[src/rtl/detect_event_logger.sv]
// detect_event_logger
// Sits behind the serial pattern detector. On each detection it stores a
// record made of a free-running timestamp and the most recent WIN input bits.
// Records go into a small FIFO that a consumer drains over valid/ready.
// Detections that arrive while the FIFO is full are dropped and counted.
module detect_event_logger #(
    parameter int WIN   = 8,
    parameter int TS_W  = 16,
    parameter int DEPTH = 4
) (
    input  logic                 clk,
    input  logic                 rst,
    input  logic                 in_bit,
    input  logic                 det,
    output logic                 rec_valid,
    input  logic                 rec_ready,
    output logic [TS_W+WIN-1:0]  rec_data,
    output logic                 overflow,
    output logic [7:0]           drop_cnt,
    input  logic                 clr_ovf
);

    localparam int AW = $clog2(DEPTH);
    localparam int RW = TS_W + WIN;
    localparam logic [AW:0] FULL_COUNT = (AW+1)'(DEPTH);

    logic [WIN-1:0]  hist_reg;
    logic [WIN-1:0]  hist_next;
    logic [TS_W-1:0] ts_reg;
    logic [RW-1:0]   mem [DEPTH];
    logic [AW-1:0]   wr_ptr_reg;
    logic [AW-1:0]   rd_ptr_reg;
    logic [AW:0]     count_reg;
    logic [AW:0]     count_next;
    logic            overflow_reg;
    logic [7:0]      drop_cnt_reg;
    logic [7:0]      drop_cnt_inc;

    logic full;
    logic pop;
    logic push;
    logic drop;

    // History including the bit sampled at this edge; this is what a record captures.
    assign hist_next = {hist_reg[WIN-2:0], in_bit};

    // rec_valid depends only on the count register, so rec_ready never reaches it combinationally.
    assign full      = (count_reg == FULL_COUNT);
    assign rec_valid = (count_reg != '0);
    assign pop       = rec_valid & rec_ready;
    // A full FIFO that is being popped in the same cycle still has room for the new record.
    assign push      = det & (~full | pop);
    assign drop      = det & full & ~pop;

    assign drop_cnt_inc = (drop_cnt_reg == 8'hFF) ? drop_cnt_reg : drop_cnt_reg + 8'd1;

    assign overflow = overflow_reg;
    assign drop_cnt = drop_cnt_reg;

    // Head record is forced to zero whenever the FIFO is empty, so stale storage never shows.
    assign rec_data = rec_valid ? mem[rd_ptr_reg] : '0;

    // Occupancy update: simultaneous push and pop leaves the count unchanged.
    always_comb begin
        count_next = count_reg;
        case ({push, pop})
            2'b10:   count_next = count_reg + (AW+1)'(1);
            2'b01:   count_next = count_reg - (AW+1)'(1);
            default: count_next = count_reg;
        endcase
    end

    // Record storage; contents need no reset because the output is gated by rec_valid.
    always_ff @(posedge clk) begin
        if (push) begin
            mem[wr_ptr_reg] <= {ts_reg, hist_next};
        end
    end

    // History shift register, timestamp counter and FIFO pointers.
    always_ff @(posedge clk or negedge rst) begin
        if (!rst) begin
            hist_reg   <= '0;
            ts_reg     <= '0;
            wr_ptr_reg <= '0;
            rd_ptr_reg <= '0;
            count_reg  <= '0;
        end else begin
            hist_reg  <= hist_next;
            ts_reg    <= ts_reg + TS_W'(1);
            count_reg <= count_next;
            if (push) begin
                wr_ptr_reg <= wr_ptr_reg + AW'(1);
            end
            if (pop) begin
                rd_ptr_reg <= rd_ptr_reg + AW'(1);
            end
        end
    end

    // Overflow flag and saturating drop counter; a drop in the clear cycle restarts the count at 1.
    always_ff @(posedge clk or negedge rst) begin
        if (!rst) begin
            overflow_reg <= 1'b0;
            drop_cnt_reg <= '0;
        end else if (drop) begin
            overflow_reg <= 1'b1;
            drop_cnt_reg <= clr_ovf ? 8'd1 : drop_cnt_inc;
        end else if (clr_ovf) begin
            overflow_reg <= 1'b0;
            drop_cnt_reg <= '0;
        end
    end

endmodule

[config.mk]
export PLATFORM = sky130hd
export DESIGN_NAME = detect_event_logger
export DESIGN_NICKNAME = d
export VERILOG_FILES = /design/src/rtl/detect_event_logger.sv
export SDC_FILE = /design/constraint.sdc
export NUM_CORES = 1
export LEC_CHECK = 0
export ABC_AREA = 1
export CAP_MARGIN = 10
export CORE_MARGIN = 3
export CORE_UTILIZATION = 49
export DETAILED_ROUTE_END_ITERATION = 8
export PLACE_DENSITY = 0.68
export RECOVER_POWER = 25
export SYNTH_ARGS = -nofsm -noshare
export SYNTH_HDL_FRONTEND = slang
export SYNTH_SLANG_ARGS = --single-unit
[constraint.sdc]
create_clock -name clk -period 2.65 [get_ports clk]
set_input_delay 0.53 -clock clk [delete_from_list [all_inputs] [get_ports clk]]
set_output_delay 0.53 -clock clk [all_outputs]
set_load 0.02 [all_outputs]
After elaboration in Yosys (flattened, before gate mapping)
Memory sizes are Yosys's and may differ from the RTL's.
Index checks and enable logic that the tools add are counted.
{"block": "totals", "n_memories": 1, "inputBits": 6, "mem_bits_rw": 96, "regBits": 39}
{"memory": "mem", "words": 4, "width": 24, "rd": 1, "rd_ports_with_merged_regs": 0, "wr": 1, "line": "30", "text": "logic [RW-1:0] mem [DEPTH];"}
{"block": "op_classes", "eq_ne": 5, "reduce_logical": 4, "add_sub_neg": 6, "muxes": 10, "bitwise_logic": 7}
{"cell": "8-bit 2-to-1 mux", "n": 4}
{"cell": "24-bit 2-to-1 mux", "n": 1}
{"cell": "16-bit by 1-bit adder with 16-bit output (second input constant)", "n": 1}
{"cell": "8-bit by 1-bit adder with 8-bit output (second input constant)", "n": 1}
{"cell": "8-bit equality test (second input constant)", "n": 1}
{"cell": "3-bit case mux with 2 select lines", "n": 1}
{"cell": "2-bit by 1-bit adder with 2-bit output (second input constant)", "n": 2}
{"cell": "1-bit AND", "n": 4}
{"cell": "1-bit 2-to-1 mux", "n": 4}
{"cell": "2-bit nonzero test", "n": 2}
{"cell": "3-bit by 1-bit adder with 3-bit output (second input constant)", "n": 1}
{"cell": "3-bit equality test (second input constant)", "n": 1}
{"cell": "3-bit nonzero test", "n": 1}
{"cell": "3-bit by 1-bit subtractor with 3-bit output (second input constant)", "n": 1}
{"cell": "2-bit by 1-bit equality test with 1-bit output (second input constant)", "n": 1}
{"cell": "2-bit equality test (second input constant)", "n": 1}
{"cell": "2-bit inequality test (second input constant)", "n": 1}
{"cell": "1-bit NOT", "n": 2}
{"cell": "2-bit AND reduction", "n": 1}
{"cell": "1-bit bitwise OR", "n": 1}

Depth between registers and ports, before layout
{"block": "logic_depth", "depth_word": 6, "mapped_depth": 10, "mapped_depth_nobuf": 10}

Worst setup path before layout
OpenSTA, ideal clock, no wires.
{"block": "synth_path", "path_kind": "input-to-reg", "startpoint": "input rec_ready", "endpoint": "memory mem[0][0] in the netlist's numbering, enable pin", "setup_time_ns": 0.405, "required_ns": 2.245, "stages": 4, "setup_slack_ns": 0.402, "path_buffers": 0, "t_arrival_ns": 1.843, "cell_sequence": "inv_1 > nand3_2 > nand2_2 > nor2_1"}
{"block": "synth_between", "elab_chain_len": 5}
{"item": "start: declaration", "line": "16", "text": "input logic rec_ready,"}
{"item": "1-bit AND", "line": "50", "text": "assign pop = rec_valid & rec_ready;"}
{"item": "1-bit bitwise OR", "line": "52", "text": "assign push = det & (~full | pop);"}
{"item": "1-bit AND", "line": "52"}
{"item": "1-bit 2-to-1 mux", "line": "75", "text": "if (push) begin"}
{"item": "1-bit 2-to-1 mux (implied by the code)", "line": "76", "text": "mem[wr_ptr_reg] <= {ts_reg, hist_next};"}
{"item": "end: declaration", "line": "30"}
No other way between the ends.

Final worst setup path
{"block": "layout_path", "startpoint": "register rd_ptr_reg[0]", "endpoint": "output rec_data[21]"}
{"block": "layout_between", "elab_chain_len": 2}
{"item": "start: declaration", "line": "32", "text": "logic [AW-1:0] rd_ptr_reg;"}
{"item": "start signal: assignment", "line": "96", "text": "rd_ptr_reg <= rd_ptr_reg + AW'(1);"}
{"item": "memory read 4 x 24 bit"}
{"item": "24-bit 2-to-1 mux", "line": "61", "text": "assign rec_data = rec_valid ? mem[rd_ptr_reg] : '0;"}
{"item": "end: declaration", "line": "17", "text": "output logic [TS_W+WIN-1:0] rec_data,"}
No other way between the ends.

==> results.sh <==
export IMPL_outcome="finished clean"
export IMPL_cts_sinks=135
export IMPL_ys_seq_area_share_pct=68.7
export IMPL_cp_common_cell="nor2_1"
export IMPL_cp_slowest_stage_delay_ns=0.45
export IMPL_worst_path_max_delay_cell="dfrtp_2"
export IMPL_numCtsBuffers=17
export IMPL_synth_avg_cell_area_sq_um=11.3
export IMPL_grt_overflow=0
export IMPL_place_worst_setup_slack_ns=0.206
export IMPL_crit_family="buffers and inverters"
export IMPL_tns_ns=0
export IMPL_tritoncts="done"
export IMPL_layout_common_cells="nor2_1 (109), edfxtp_1 (96), nand2_1 (51)"
export IMPL_arrival_ns=1.91
export IMPL_antenna_found_initial=0
export IMPL_finalCritPeriodShare_pct=92.2
export IMPL_num_io_pins=40
export IMPL_peakVddDrop_uv=529
export IMPL_synth_top_family_by_area="simple AND/OR/NAND/NOR gates"
export IMPL_dp_hpwl_mm=6.70
export IMPL_clockBufferDepth=2
export IMPL_grt_pass1_vias=3705
export IMPL_cp_required_ns=2.12
export IMPL_core_area_sq_um=11000
export IMPL_die_w_microns=113
export IMPL_endpoint_kind="output port"
export IMPL_rows=38
export IMPL_die_y_microns=113
export IMPL_reg2reg_depth=11
export IMPL_finalSetupViolCount=0
export IMPL_ys_ff_latch=135
export IMPL_slew_violations=0
export IMPL_worstSetupPathType="reg -> out"
export IMPL_synthDominantCellAreaShare_pct=51.3
export IMPL_power_density_nw_per_um2=1120
export IMPL_h_tree_depth=4
export IMPL_first_pass_iters=4
export IMPL_maxCapViolCount=0
export IMPL_vias=3640
export IMPL_die_area_sq_um=12800
export IMPL_cts_setup_buffers=0
export IMPL_rrSetupSlack_ns=0.54
export IMPL_yosys_area_share_adder_pct=1.92
export IMPL_layout_cells_non_filler=706
export IMPL_rsz0062_at_grt="no"
export IMPL_min_path_type="in -> async"
export IMPL_relSlewSlack_pct=38.6
export IMPL_diodes=0
export IMPL_via_per_inst=5.16
export IMPL_ant_nets=0
export IMPL_dp_cells=674
export IMPL_synth_xor_area_share_pct=2.65
export IMPL_grt_pass1_wl_mm=18.6
export IMPL_drc_errors=0
export IMPL_cellLeakagePower_nw=2.79
export IMPL_timing_fmax_ghz=0.409
export IMPL_crit_fanout=12
export IMPL_drt_total_wl_mm=11.1
export IMPL_crit_buf_inv=2
export IMPL_yosys_area_top_type="edfxtp_1"
export IMPL_synth_compound_area_share_pct=7.73
export IMPL_synth_simple_area_share_pct=15.0
export IMPL_drtIter0Drc=242
export IMPL_r2r_start="count_reg[0]"
export IMPL_cts_clk_slew_worst_paths_ns=0.05
export IMPL_area_growth_pct=22.3
export IMPL_initial_core_util_pct=50.9
export IMPL_muxShareOfSynthArea_pct=0
export IMPL_total_power_w=0.00770
export IMPL_largest_reg_flops=96
export IMPL_routabilityCongestion=0.883
export IMPL_timing_rr_end="count_reg[2]"
export IMPL_synth_nets=512
export IMPL_synth_area_leaders="edfxtp_1 (51%), dfrtp_1 (17%), nor2_1 (7.6%)"
export IMPL_hold_viol=0
export IMPL_cts_root_buf="clkbuf_16"
export IMPL_period_needed_ns=2.44
export IMPL_worst_pin_slew_ns=0.921
export IMPL_port_buffers=39
export IMPL_ys_warn_count=0
export IMPL_finClkSkew_ns=0.00753
export IMPL_final_util_pct=62.3
export IMPL_drive_gt1_share_pct=11.3
export IMPL_nets=567
export IMPL_syn_area_sq_um=5610
export IMPL_setup_slack_ns=0.207
export IMPL_grt_use_total_pct=19.0
export IMPL_synthCells=498
export IMPL_insertion_delay_ns=0.41
export IMPL_start_kind="register"
export IMPL_yosysUniqueCellTypes=29
export IMPL_grt_max_degree=49
export IMPL_wl_per_cell_microns=15.7
export IMPL_path_cells="buf_4 -> nor2_1 -> nor2_1 -> o21ai_0 -> a21oi_1 -> dlygate4sd2_1"
export IMPL_mostFrequentLayoutCell="nor2_1"
## worst register-to-register path, delay by kind of cell (launching register included)
kind,cells,cell delay (ns)
compound gates,2,0.26
flops,1,0.40
fa+ha+maj,2,0.54
buf+inv,3,0.27
xor+xnor,1,0.16
simple gates,3,0.35
## synthesized netlist by cell type (all sizes together)
library cell	number
a21oi	29
buf	13
clkbuf	5
clkinv	1
dfrtp	39
edfxtp	96
fa	1
ha	7
inv	35
nand2	54
nand3	14
nand3b	2
nand4	6
nor2	117
nor3	7
o21ai	54
o21bai	1
xnor2	5
xor2	12
## metal layers
metal  track usage (%)  part of all wire [%]
met1              25.4                    47
met2              29.9                    48
met3              6.36                   4.4
met4              5.21                  0.60
met5                 0                     0
## power by group
| group | switching, W | total (W) | internal, W |
|---|---|---|---|
| Clock | 0.000809 | 0.00221 | 0.00140 |
| Sequential | 0.000131 | 0.00277 | 0.00264 |
| Combinational | 0.00168 | 0.00272 | 0.00104 |
| Total | 0.00262 | 0.00770 | 0.00508 |
## logic make-up (layout without fill, tap and decap cells)
kind of cell	count (synthesis)	after routing
simple gates	200	200
flops	135	135
compound gates	84	84
fa+ha+maj	8	8
buf+inv	54	122
xor+xnor	17	17
## timing repair
action                     4_1_cts  5_1_grt
hold buffers                     0        0
gates resized for setup         13       15
setup endpoints to repair       24       14
## stage by stage
step / area, sq um / hold slack, ns
finish: 6870 / 0.261
global route: 6870 / 0.331
CTS: 6830 / 0.295
detailed placement: 6270 / 0.420
global placement: 6270 / 0.413
floorplan: 5610 / 0.234
## layout make-up
type,count,area (sq um)
repair buffers,54,591
well taps,140,175
clock buffers,23,458
flip-flops and latches,135,3860
multi-input cells,309,1540
inverters,36,138
fillers,870,4160
clock inverters,9,103
## worst max path at each step
stage	startpoint	endpoint	slack, ns	depth (start not counted)
finish	rd_ptr_reg[0]	rec_data[21]	0.21	6
global route	rd_ptr_reg[0]	rec_data[21]	0.1	6
CTS	rd_ptr_reg[0]	rec_data[12]	0.00003	6
detailed placement	rec_ready	count_reg[2]	0.21	9
global placement	rec_ready	count_reg[2]	0.24	9
floorplan	rec_ready	mem[0][0]	0.40	4
Power figures use the tool's default switching activity.
